File: config.mk
export PLATFORM = sky130hd
export DESIGN_NAME = sa_sequencer
export DESIGN_NICKNAME = d
export VERILOG_FILES = /design/src/rtl/sa_pkg.sv /design/src/rtl/sa_skew_line.sv /design/src/rtl/sa_sequencer.sv
export SDC_FILE = /design/constraint.sdc
export NUM_CORES = 1
export LEC_CHECK = 0
export CAP_MARGIN = 20
export CORE_AREA = 2 2 202 204
export CTS_CLUSTER_DIAMETER = 200
export DETAILED_ROUTE_END_ITERATION = 16
export DIE_AREA = 0 0 204 206
export REMOVE_ABC_BUFFERS = 1
export SLEW_MARGIN = 15
export SYNTH_ARGS = -nofsm -noshare
export SYNTH_HDL_FRONTEND = slang
export SYNTH_SLANG_ARGS = --single-unit
File: constraint.sdc
create_clock -name CLK -period 3.6 [get_ports CLK]
set_input_delay 0.54 -clock CLK [delete_from_list [all_inputs] [get_ports CLK]]
set_output_delay 0.54 -clock CLK [all_outputs]
set_load 0.1 [all_outputs]
File: src/rtl/sa_pkg.sv
// Shared types and helpers for the systolic-array sequencer.
package sa_pkg;

    typedef enum logic [2:0] {
        S_IDLE, S_CLEAR, S_FEED, S_DRAIN, S_READ, S_DONE
    } sa_state_e;

    localparam logic [31:0] FP_ZERO = 32'h0000_0000;

    // Width needed to index v items; never below 1 so single-entry selects stay legal.
    function automatic int sa_clog2(input int v);
        int r;
        r = 1;
        for (int i = 1; i < 31; i++)
            if ((1 << i) < v) r = i + 1;
        return r;
    endfunction

endpackage

File: src/rtl/sa_skew_line.sv
// DW-wide shift register of depth D with synchronous clear; one per array edge lane.
module sa_skew_line #(
    parameter int DW = 32,
    parameter int D  = 1
) (
    input  logic          CLK,
    input  logic          RST_N,
    input  logic          clr,
    input  logic [DW-1:0] din,
    output logic [DW-1:0] dout
);

    logic [D-1:0][DW-1:0] sr;

    always_ff @(posedge CLK or negedge RST_N) begin
        if (!RST_N) begin
            sr <= '0;
        end else if (clr) begin
            sr <= '0;
        end else begin
            sr[0] <= din;
            for (int k = 1; k < D; k++) sr[k] <= sr[k-1];
        end
    end

    assign dout = sr[D-1];

endmodule

File: src/rtl/sa_sequencer.sv
// Sequences one NxN matmul on the PE grid: clear, feed, drain, read out, done.
// Define SA_SKEW_EN for a diagonally skewed operand wavefront (F = 2N-1 feed cycles).
module sa_sequencer
    import sa_pkg::*;
#(
    parameter int N     = 4,
    parameter int DW    = 32,
    parameter int DRAIN = 6
) (
    input  logic                   CLK,
    input  logic                   RST_N,
    input  logic                   start,
    output logic                   busy,
    output logic                   done,
    output logic [sa_clog2(N)-1:0] k_idx,
    input  logic [N*DW-1:0]        a_col,
    input  logic [N*DW-1:0]        b_row,
    output logic [N*DW-1:0]        left_bus,
    output logic [N*DW-1:0]        top_bus,
    output logic                   arr_clr_n,
    output logic [sa_clog2(N)-1:0] res_row,
    output logic                   res_valid
);

    localparam int KW = sa_clog2(N);
`ifdef SA_SKEW_EN
    localparam bit SKEW = 1'b1;
    localparam int F    = 2*N - 1;
`else
    localparam bit SKEW = 1'b0;
    localparam int F    = N;
`endif
    localparam int CW = sa_clog2(F + DRAIN + N + 1);

    sa_state_e         state;
    logic [CW-1:0]     cnt;
    logic              feed_now;
    logic              clr;

    assign feed_now = (state == S_FEED) && (cnt < CW'(N));
    assign clr      = (state == S_CLEAR);

    always_ff @(posedge CLK or negedge RST_N) begin
        if (!RST_N) begin
            state     <= S_IDLE;
            cnt       <= '0;
            k_idx     <= '0;
            busy      <= 1'b0;
            done      <= 1'b0;
            arr_clr_n <= 1'b1;
            res_row   <= '0;
            res_valid <= 1'b0;
        end else begin
            done      <= 1'b0;
            arr_clr_n <= 1'b1;
            res_valid <= 1'b0;
            case (state)
                S_IDLE: if (start) begin
                    state     <= S_CLEAR;
                    busy      <= 1'b1;
                    arr_clr_n <= 1'b0;
                    k_idx     <= '0;
                end
                S_CLEAR: begin
                    state <= S_FEED;
                    cnt   <= '0;
                    k_idx <= '0;
                end
                S_FEED: if (cnt == CW'(F - 1)) begin
                    state <= S_DRAIN;
                    cnt   <= '0;
                end else begin
                    cnt <= cnt + 1'b1;
                    // k_idx tracks the feed counter, then parks on the last operand
                    if (cnt < CW'(N - 1)) k_idx <= KW'(cnt + 1'b1);
                end
                S_DRAIN: if (cnt == CW'(DRAIN - 1)) begin
                    state     <= S_READ;
                    cnt       <= '0;
                    res_row   <= '0;
                    res_valid <= 1'b1;
                end else begin
                    cnt <= cnt + 1'b1;
                end
                S_READ: if (res_row == KW'(N - 1)) begin
                    state <= S_DONE;
                    done  <= 1'b1;
                end else begin
                    res_row   <= res_row + 1'b1;
                    res_valid <= 1'b1;
                end
                S_DONE: begin
                    state <= S_IDLE;
                    busy  <= 1'b0;
                end
                default: state <= S_IDLE;
            endcase
        end
    end

    for (genvar i = 0; i < N; i++) begin : g_lane
        localparam int D = SKEW ? i + 1 : 1;
        logic [DW-1:0] a_in, b_in;

        assign a_in = feed_now ? a_col[i*DW +: DW] : DW'(FP_ZERO);
        assign b_in = feed_now ? b_row[i*DW +: DW] : DW'(FP_ZERO);

        sa_skew_line #(.DW(DW), .D(D)) u_left (
            .CLK(CLK), .RST_N(RST_N), .clr(clr), .din(a_in), .dout(left_bus[i*DW +: DW])
        );
        sa_skew_line #(.DW(DW), .D(D)) u_top (
            .CLK(CLK), .RST_N(RST_N), .clr(clr), .din(b_in), .dout(top_bus[i*DW +: DW])
        );
    end

endmodule

Word-level counts from Yosys, hierarchy flattened. Cells that the tools add are included.

Add/sub/neg operators: 2. $lt $le $gt $ge: 2. Equal/unequal tests: 15. Mux-type cells: 40. Reduce and logical (&&, ||, !) cells: 10.

Operators with widths (count): 32-bit two-way mux (16); 3-bit one-hot mux with 5 select lines (1); 3-bit two-way mux (4); 4-bit one-hot mux with 3 select lines (1); 2-bit two-way mux (5); 2-bit != test (second input constant) (5); 4-bit two-way mux (2); 4-bit AND reduction (2); 1-bit two-way mux (7); 3-bit by 2-bit equality test with 1-bit output (second input constant) (2); 3-bit equality test (second input constant) (2); 2-bit one-hot mux with 3 select lines (1); 3-bit nonzero test (2); 4-bit by 1-bit adder with 4-bit output (second input constant) (1); 4-bit by 2-bit equality test with 1-bit output (second input constant) (1); 4-bit by 3-bit equality test with 1-bit output (second input constant) (1); 4-bit by 2-bit less-than comparator with 1-bit output (second input constant) (1); 4-bit by 3-bit less-than comparator with 1-bit output (second input constant) (1); 2-bit by 1-bit != test with 1-bit output (second input constant) (2); 1-bit one-hot mux with 2 select lines (2); 2-bit one-hot mux with 2 select lines (1); 2-bit nonzero test (2); 3-bit by 1-bit equality test with 1-bit output (second input constant) (1); 3-bit logical NOT (1); 5 further kinds (5).

Bits in registers: 271. Input port bits: 259. Output and inout bits: 264. Logic and storage cells: 85.

Depth between registers and ports, before layout.
Depth after elaboration: 4. Depth in mapped cells: 6.

Modules after synthesis. From an unflattened synthesis, not the netlist that was laid out.

Cell total of the unflattened synthesis: 897. Area, all modules: 10725.3 sq um.

Modules (own cells, without submodules): sa_skew_line (instances 8, cells each 67, area each 1023.5 sq um); sa_sequencer (instances 1, cells each 361, area each 2537.4 sq um).

Worst setup path before layout. No wires, ideal clock.

Kind: flip-flop to flip-flop. From: register res_row[0]. To: register res_row[0]. Library setup time: 0.165 ns. Arrival: 1.522 ns. Slack: 1.913 ns. Stages on the path, launching flop included: 5. Period minus slack after synthesis: 1.687 ns. Cell sequence: dfrtp_1 -> ha_1 -> nand3b_1 -> nand3_1 -> o21ai_0.

Word-level cells in the longest chain between the ends: 3. Elaborated cells between the ends (all ways): 6. Classes of those cells: add/sub (1); eq/ne (2); mux (2); reduce/logical (1).

Ends and longest elaborated chain: start: declaration (line sa_sequencer.sv:21) `output logic [sa_clog2(N)-1:0] res_row,`; start signal: assignment (line sa_sequencer.sv:89) `res_row <= res_row + 1'b1;`; 2-bit by 1-bit adder with 2-bit output / 2-bit equality test (equally long branches) (line sa_sequencer.sv:89, sa_sequencer.sv:85); 2-bit two-way mux / 2-bit != test (equally long branches); 2-bit one-hot mux with 2 select lines / 3-bit AND reduction (equally long branches).

Parallel ways exist; a longest one is shown, timed or not. The select of a mux whose other input is x is not followed. A chain may end at the register's enable or synchronous reset.

Final worst setup path.
From: register arr_clr_n. To: output arr_clr_n.

RTL lines: start: declaration (line sa_sequencer.sv:20) `output logic arr_clr_n,`; start signal: assignment (line sa_sequencer.sv:50) `arr_clr_n <= 1'b1;`; start signal: assignment (line sa_sequencer.sv:55) `arr_clr_n <= 1'b1;`; start signal: assignment (line sa_sequencer.sv:61) `arr_clr_n <= 1'b0;`.

No word-level cell between the ends.

==> flow_summary_export.csv <==
group,metric,value,unit
logic_synthesis,synth_seq_cells,271,
clock_tree,cts_root_buffer,"clkbuf_16",
critical_path,crit_path_start_kind,"flip-flop",
critical_path,cp_max_fo,1,
clock_tree,cts_tree,"built",
sta,holdWs,0.0597,ns
critical_path,cpLargestDelayFamily,"buffers and inverters",
routing,via_per_inst,3.76,
layout,post-route-util,39.2,%
sta,timing.fmax,0.365,GHz
routing,routed_wl,27.7,mm
sta,worst_pin_slew,1.10,ns
clock_tree,h-tree-depth,1,
logic_synthesis,synth_top_area_cell,"dfrtp_1",
place,io_buffer_count,522,
floorplan,pin_count,523,
floorplan,die_area,42000,sq um
routing,routedWlPerCell,16.3,microns
critical_path,cp_slowest_stage_delay,1.12,ns
clock_tree,numCtsBuffers,30,
sta,skew,0.00724,ns
logic_synthesis,synth.distinct_cells,28,
layout,syn_to_final_growth,76.7,%
floorplan,die_w,204,microns
place,hpwlAfterDp,21.0,mm
floorplan,rows,74,
place,gp_congestion,0.807,
layout,nets,1413,
sta,hold_violations,0,
worst_hold_path,hold_path_class,"primary input to asynchronous set/reset pin",
critical_path,cp_num_buf_inv,1,
global_routing,grt_pass1_wl,40.4,mm
critical_path,arrival,2.20,ns
logic_synthesis,synth-seq-area-share,76.0,%
logic_synthesis,synth.area.top_cells,"dfrtp_1 76%, and2_1 18%, clkbuf_2 1.4%, ha_1 0.42%, a21oi_1 0.34%",
global_routing,antenna_found_initial,2,
routing,drtIter0Drc,218,
sta,drv_slew,0,
logic_synthesis,ys.warnings.count,0,
sta,final-setup-viol-count,0,
sta,tns,0,ns
routing,drc,0,
floorplan,initial_core_util,22.2,%
clock_tree,post-cts-setup-buffer-count,0,
clock_tree,cts_max_path_buffers,3,
global_routing,grt_max_degree,109,
job,max_cap_viol_count,0,
critical_path,crit_slowest_cell,"clkdlybuf4s50_1",
clock_tree,cts-resized-gates,0,
clock_tree,hold_buffers,0,
logic_synthesis,synth_cells,618,
clock_tree,clkSlewWorstSetupHoldPaths,0.06,ns
floorplan,fp.coreArea,40200,sq um
place,postPlaceCellArea,14800,sq um
floorplan,die_h,206,microns
logic_synthesis,syn-mean-instance-area,14.4,sq um
critical_path,end_kind,"output pin",
global_routing,grt_overflow,0,
routing,vias,6419,
clock_tree,clock-sinks,271,
sta,max_slew_margin,26.7,%
routing,postRouteAntennaNets,0,
sta,post-route-period-util,76.1,%
outcome,outcome,"completed",
global_routing,grt_pass1_vias,6638,
clock_tree,clock_latency,0.55,ns
layout,drive_gt1_share,5.63,%
critical_path,crit_type,"flip-flop to output pin",
critical_path,crit_required,3.06,ns
critical_path,worstPathCellList,"clkdlybuf4s50_1",
layout,final_area,15800,sq um
logic_synthesis,synthesis.area,8920,sq um
global_routing,grt.total_usage,12.6,%
sta,fin_crit,2.74,ns
sta,rsz0062_at_grt,"no",
routing,firstDrtPassIters,4,
logic_synthesis,yosysTopAreaCellShare,75.7,%
[registers in the layout, summed over array words and instances, names as in the netlist]
signal and count:
g_lane.u_left.dout 128, g_lane.u_top.dout 128, cnt 4, state 3, k_idx 2, res_row 2
arr_clr_n 1, busy 1, done 1, res_valid 1
[cell usage in the layout, fill, tap and decap left out, types with 5 or more instances in the layout]
master             n
a21oi_1            6
and2_1           256
buf_4              7
clkbuf_1           7
clkbuf_16         31
clkbuf_8           9
clkdlybuf4s50_1  521
dfrtp_1          270
inv_1              5
nand3_1            6
o21ai_0            5
[layout make-up]
class	instances	area, sq um
clock inverter	7	43.8
antenna	2	5.00
timing repair buffer	533	5360
tap	532	666
multi-input combinational	310	1960
fill	3877	24400
inverter	5	18.8
clock buffer	47	926
sequential	271	6780
[logic make-up (layout without fill, tap and decap cells)]
| logic type | count (synthesis) | in the layout | synth area share [%] |
|---|---|---|---|
| buffers and inverters | 37 | 592 | 1.98 |
| muxes | 2 | 2 | 0.252 |
| AOI/OAI and AO/OA | 18 | 18 | 1.28 |
| other | 0 | 2 | 0 |
| DFF | 271 | 271 | 76.0 |
| and+or+nand+nor | 287 | 287 | 20.1 |
| adders and majority gates | 3 | 3 | 0.421 |
[through the flow]
stage / std cells / worst slack (ns)
2_1_floorplan: 586 / -1.17
3_3_place_gp: 1651 / 1.41
3_5_place_dp: 1651 / 1.42
4_1_cts: 1705 / 0.815
5_1_grt: 1705 / 0.810
6_report: 1707 / 0.862
[final timing paths]
check	start	end	slack, ns	cells after the start
setup / recovery	arr_clr_n	arr_clr_n	0.86	1
hold / removal	RST_N	g_lane[3].u_top.dout[26]	0.06	1
setup reg to reg	state[2]	g_lane[2].u_top.dout[13]	1.58	4
hold reg to reg	k_idx[0]	k_idx[0]	0.54	1
max in group asynchronous	RST_N	g_lane[3].u_top.dout[31]	2.65	2
min in group CLK	a_col[98]	g_lane[3].u_left.dout[2]	0.54	2
[layer usage]
metal	vias up	share of wire [%]	track usage, %
li1	2966	-	-
met1	3132	39	15.1
met2	279	50	21.1
met3	40	9.4	4.57
met4	2	2.1	4.04
met5	-	0.047	0
[cells in the mapped netlist]
cell type and n:
dfstp_2 1, o21ai_1 1, o21ai_0 5, mux2_2 2, nand3b_1 2, or2_2 2, and2_1 256, a21oi_1 6
nand3_1 6, a22o_1 2, o32ai_2 1, nor3b_1 1, a31oi_1 2, buf_2 5, nor3_1 3, and3b_1 1
o21bai_1 1, ha_1 3, clkbuf_1 2, nor4_4 1, inv_1 5, clkbuf_2 25, nor2_1 4, nor4_1 1
nand2_1 4, nand2b_1 4, dfrtp_1 270, or3b_1 2
[worst reg2reg max path: stages (launching register included)]
cell	delay, ns
dfrtp_1	0.51
nand2b_1	0.25
nor4_4	0.56
buf_12	0.34
and2_1	0.28
Power is not shown: default switching activity piles up to over one toggle a cycle in this logic, so the estimate is an artifact.
==> RTL change, RTL diff (config.mk and constraints unchanged) <==
Put a register stage on the output `top_bus`. The value now appears one clock later. The other outputs are not delayed to match.
--- a/src/rtl/sa_sequencer.sv
+++ b/src/rtl/sa_sequencer.sv
@@ -31,6 +31,8 @@
     localparam int F    = N;
 `endif
     localparam int CW = sa_clog2(F + DRAIN + N + 1);
+
+    logic [N*DW-1:0] top_bus_d;
 
     sa_state_e         state;
     logic [CW-1:0]     cnt;
@@ -109,8 +111,12 @@
             .CLK(CLK), .RST_N(RST_N), .clr(clr), .din(a_in), .dout(left_bus[i*DW +: DW])
         );
         sa_skew_line #(.DW(DW), .D(D)) u_top (
-            .CLK(CLK), .RST_N(RST_N), .clr(clr), .din(b_in), .dout(top_bus[i*DW +: DW])
+            .CLK(CLK), .RST_N(RST_N), .clr(clr), .din(b_in), .dout(top_bus_d[i*DW +: DW])
         );
+    end
+
+    always_ff @(posedge CLK) begin
+        top_bus <= top_bus_d;
     end
 
 endmodule
Formal check against the unedited RTL: not equivalent (a bounded check fails within 4 cycles, from zero or initial values and one cycle with RST_N low).
==> RTL change against the original RTL <==
Count of clock-buffer cells in the layout increased by 22. Hold slack worse by 0.051 ns. First-iteration DRC count rose by 15%. Cell area is 19% higher. Final cell count is 8.7% higher. Sequential cell count is 128 higher. Synthesized area rose by 29%. Routed wire length is 11% higher. Register-to-register slack better by 0.09 ns. Setup slack improved by 0.0013 ns.
Power is not shown: default switching activity piles up to over one toggle a cycle in this logic, so the estimate is an artifact.
==> RTL change: results (changes against the original RTL) <==
| Metric | Value |
|---|---|
| DP Worst Slack | 1.42 ns (about the same) |
| Synth cell types | 29 (was 28) |
| Asr flop ratio synth | 67.9% (was 100%) |
| Hold_ws | 0.00859 ns (was 0.0597 ns) |
| Synthesized-area fraction occupied by adder cells | 0.327% (was 0.421%) |
| Highest-delay cell along the critical path | clkdlybuf4s50_1 (unchanged) |
| Initial antenna violation count | 3 (was 2) |
| Placed cell area | 0.0173 mm^2 (was 0.0148 mm^2) |
| CP top delay family | buffers and inverters (unchanged) |
| CTS-repair resized insts | 0 (unchanged) |
| M1 WL | 12200 um (was 10700 um) |
| Skew final | 0.0197 ns (was 0.00724 ns) |
| Hold crit path type | in2async (unchanged) |
| Largest net degree at the start of global routing | 145 (was 109) |
| DP Cell Count | 1775 (was 1651) |
| Post-synth top flop | dfrtp_1 (unchanged) |
| Met3 wire len | 3490 um (was 2600 um) |
| Global-route wire length before repair | 45100 um (was 40400 um) |
| R2r setup slk | 1.67 ns (was 1.58 ns) |
| Highest Signal Layer | met5 (unchanged) |
| I/O Buffers | 522 (unchanged) |
| DRT Wirelength | 30800 um (was 27700 um) |
| Ranking of synthesized cells by area | dfrtp_1, dfxtp_1, and2_1 (was dfrtp_1, and2_1, clkbuf_2) |
| Iter 0 DRT Violations | 250 (was 218) |
| GP Congestion | 0.767 (was 0.807) |
| Sequential fraction of the synthesis area | 81.4% (was 76.0%) |
| Met2 WL post-DR | 14400 um (was 13800 um) |
| Reg-to-Reg Start | state[2] (unchanged) |
| Total CTS buffers | 42 (was 30) |
| Final #Nets | 1549 (was 1413) |
| Via Count | 7273 (was 6419) |
| Final HPWL DP | 21900 um (was 21000 um) |
| Crit-path max FO | 1 (unchanged) |
| Critical Path AT | 2.20 ns (about the same) |
| Worst Tran Pin Value | 1.09 ns (was 1.10 ns) |
| Fillers | 3604 (was 3877) |
| Post-synthesis mux area share | 0.196% (was 0.252%) |
| Overall Global Routing Usage | 14.2% (was 12.6%) |
| P&R area growth vs syn | 62.9% (was 76.7%) |
| Mean Syn Cell Area | 15.4 um^2 (was 14.4 um^2) |
| Compound-Gate Fraction of Synth Area | 0.991% (was 1.28%) |
| Clk slew on worst S/H paths | 0.06 ns (about the same) |
| Vias in the first global route | 7453 (was 6638) |
| Final non-filler cell total | 1855 (was 1707) |
| H-tree levels | 2 (was 1) |
| Most instantiated cells after synthesis | dfrtp_1, and2_1, dfxtp_1 (was dfrtp_1, and2_1, clkbuf_2) |
| Setup Buffers After CTS | 0 (unchanged) |
| Clk_lat worst skew | 0.55 ns (about the same) |
| Status | finished clean (unchanged) |
| CP peak stage delay | 1.14 ns (was 1.12 ns) |
| Fraction of layout instances using a drive strength above 1 | 6.13% (was 5.63%) |
| Synth Warn # | 0 (unchanged) |
| Reg2reg end | g_lane[3].u_left.dout[24] (was g_lane[2].u_top.dout[13]) |
| Clock root buffer master | clkbuf_16 (unchanged) |
| Worst-case reg-to-reg path depth | 4 (unchanged) |
==> RTL change: how the worst max path moves through the flow <==
stage              start                  endpoint  slack [ns]
2_1_floorplan   state[2]  g_lane[0].u_left.dout[0]       -1.17
3_3_place_gp   arr_clr_n                 arr_clr_n        1.43
3_5_place_dp   arr_clr_n                 arr_clr_n        1.42
4_1_cts        arr_clr_n                 arr_clr_n        0.83
5_1_grt        arr_clr_n                 arr_clr_n        0.81
6_report       arr_clr_n                 arr_clr_n        0.86
==> RTL change: layout make-up <==
type                            instances  share of cell area [%]
Antenna cell                            2                  0.0268
Clock buffer                           69                    7.09
Clock inverter                          9                   0.281
Inverter                                5                   0.100
Multi-Input combinational cell        310                    10.5
Sequential cell                       399                    50.0
Tap cell                              532                    3.56
Timing Repair Buffer                  529                    28.5
==> RTL change: metal layers <==
layer | vias up | track usage, %
met5 | - | 0
met4 | 2 | 4.22
met3 | 42 | 6.69
met2 | 361 | 22.3
met1 | 3484 | 17.3
li1 | 3384 | -
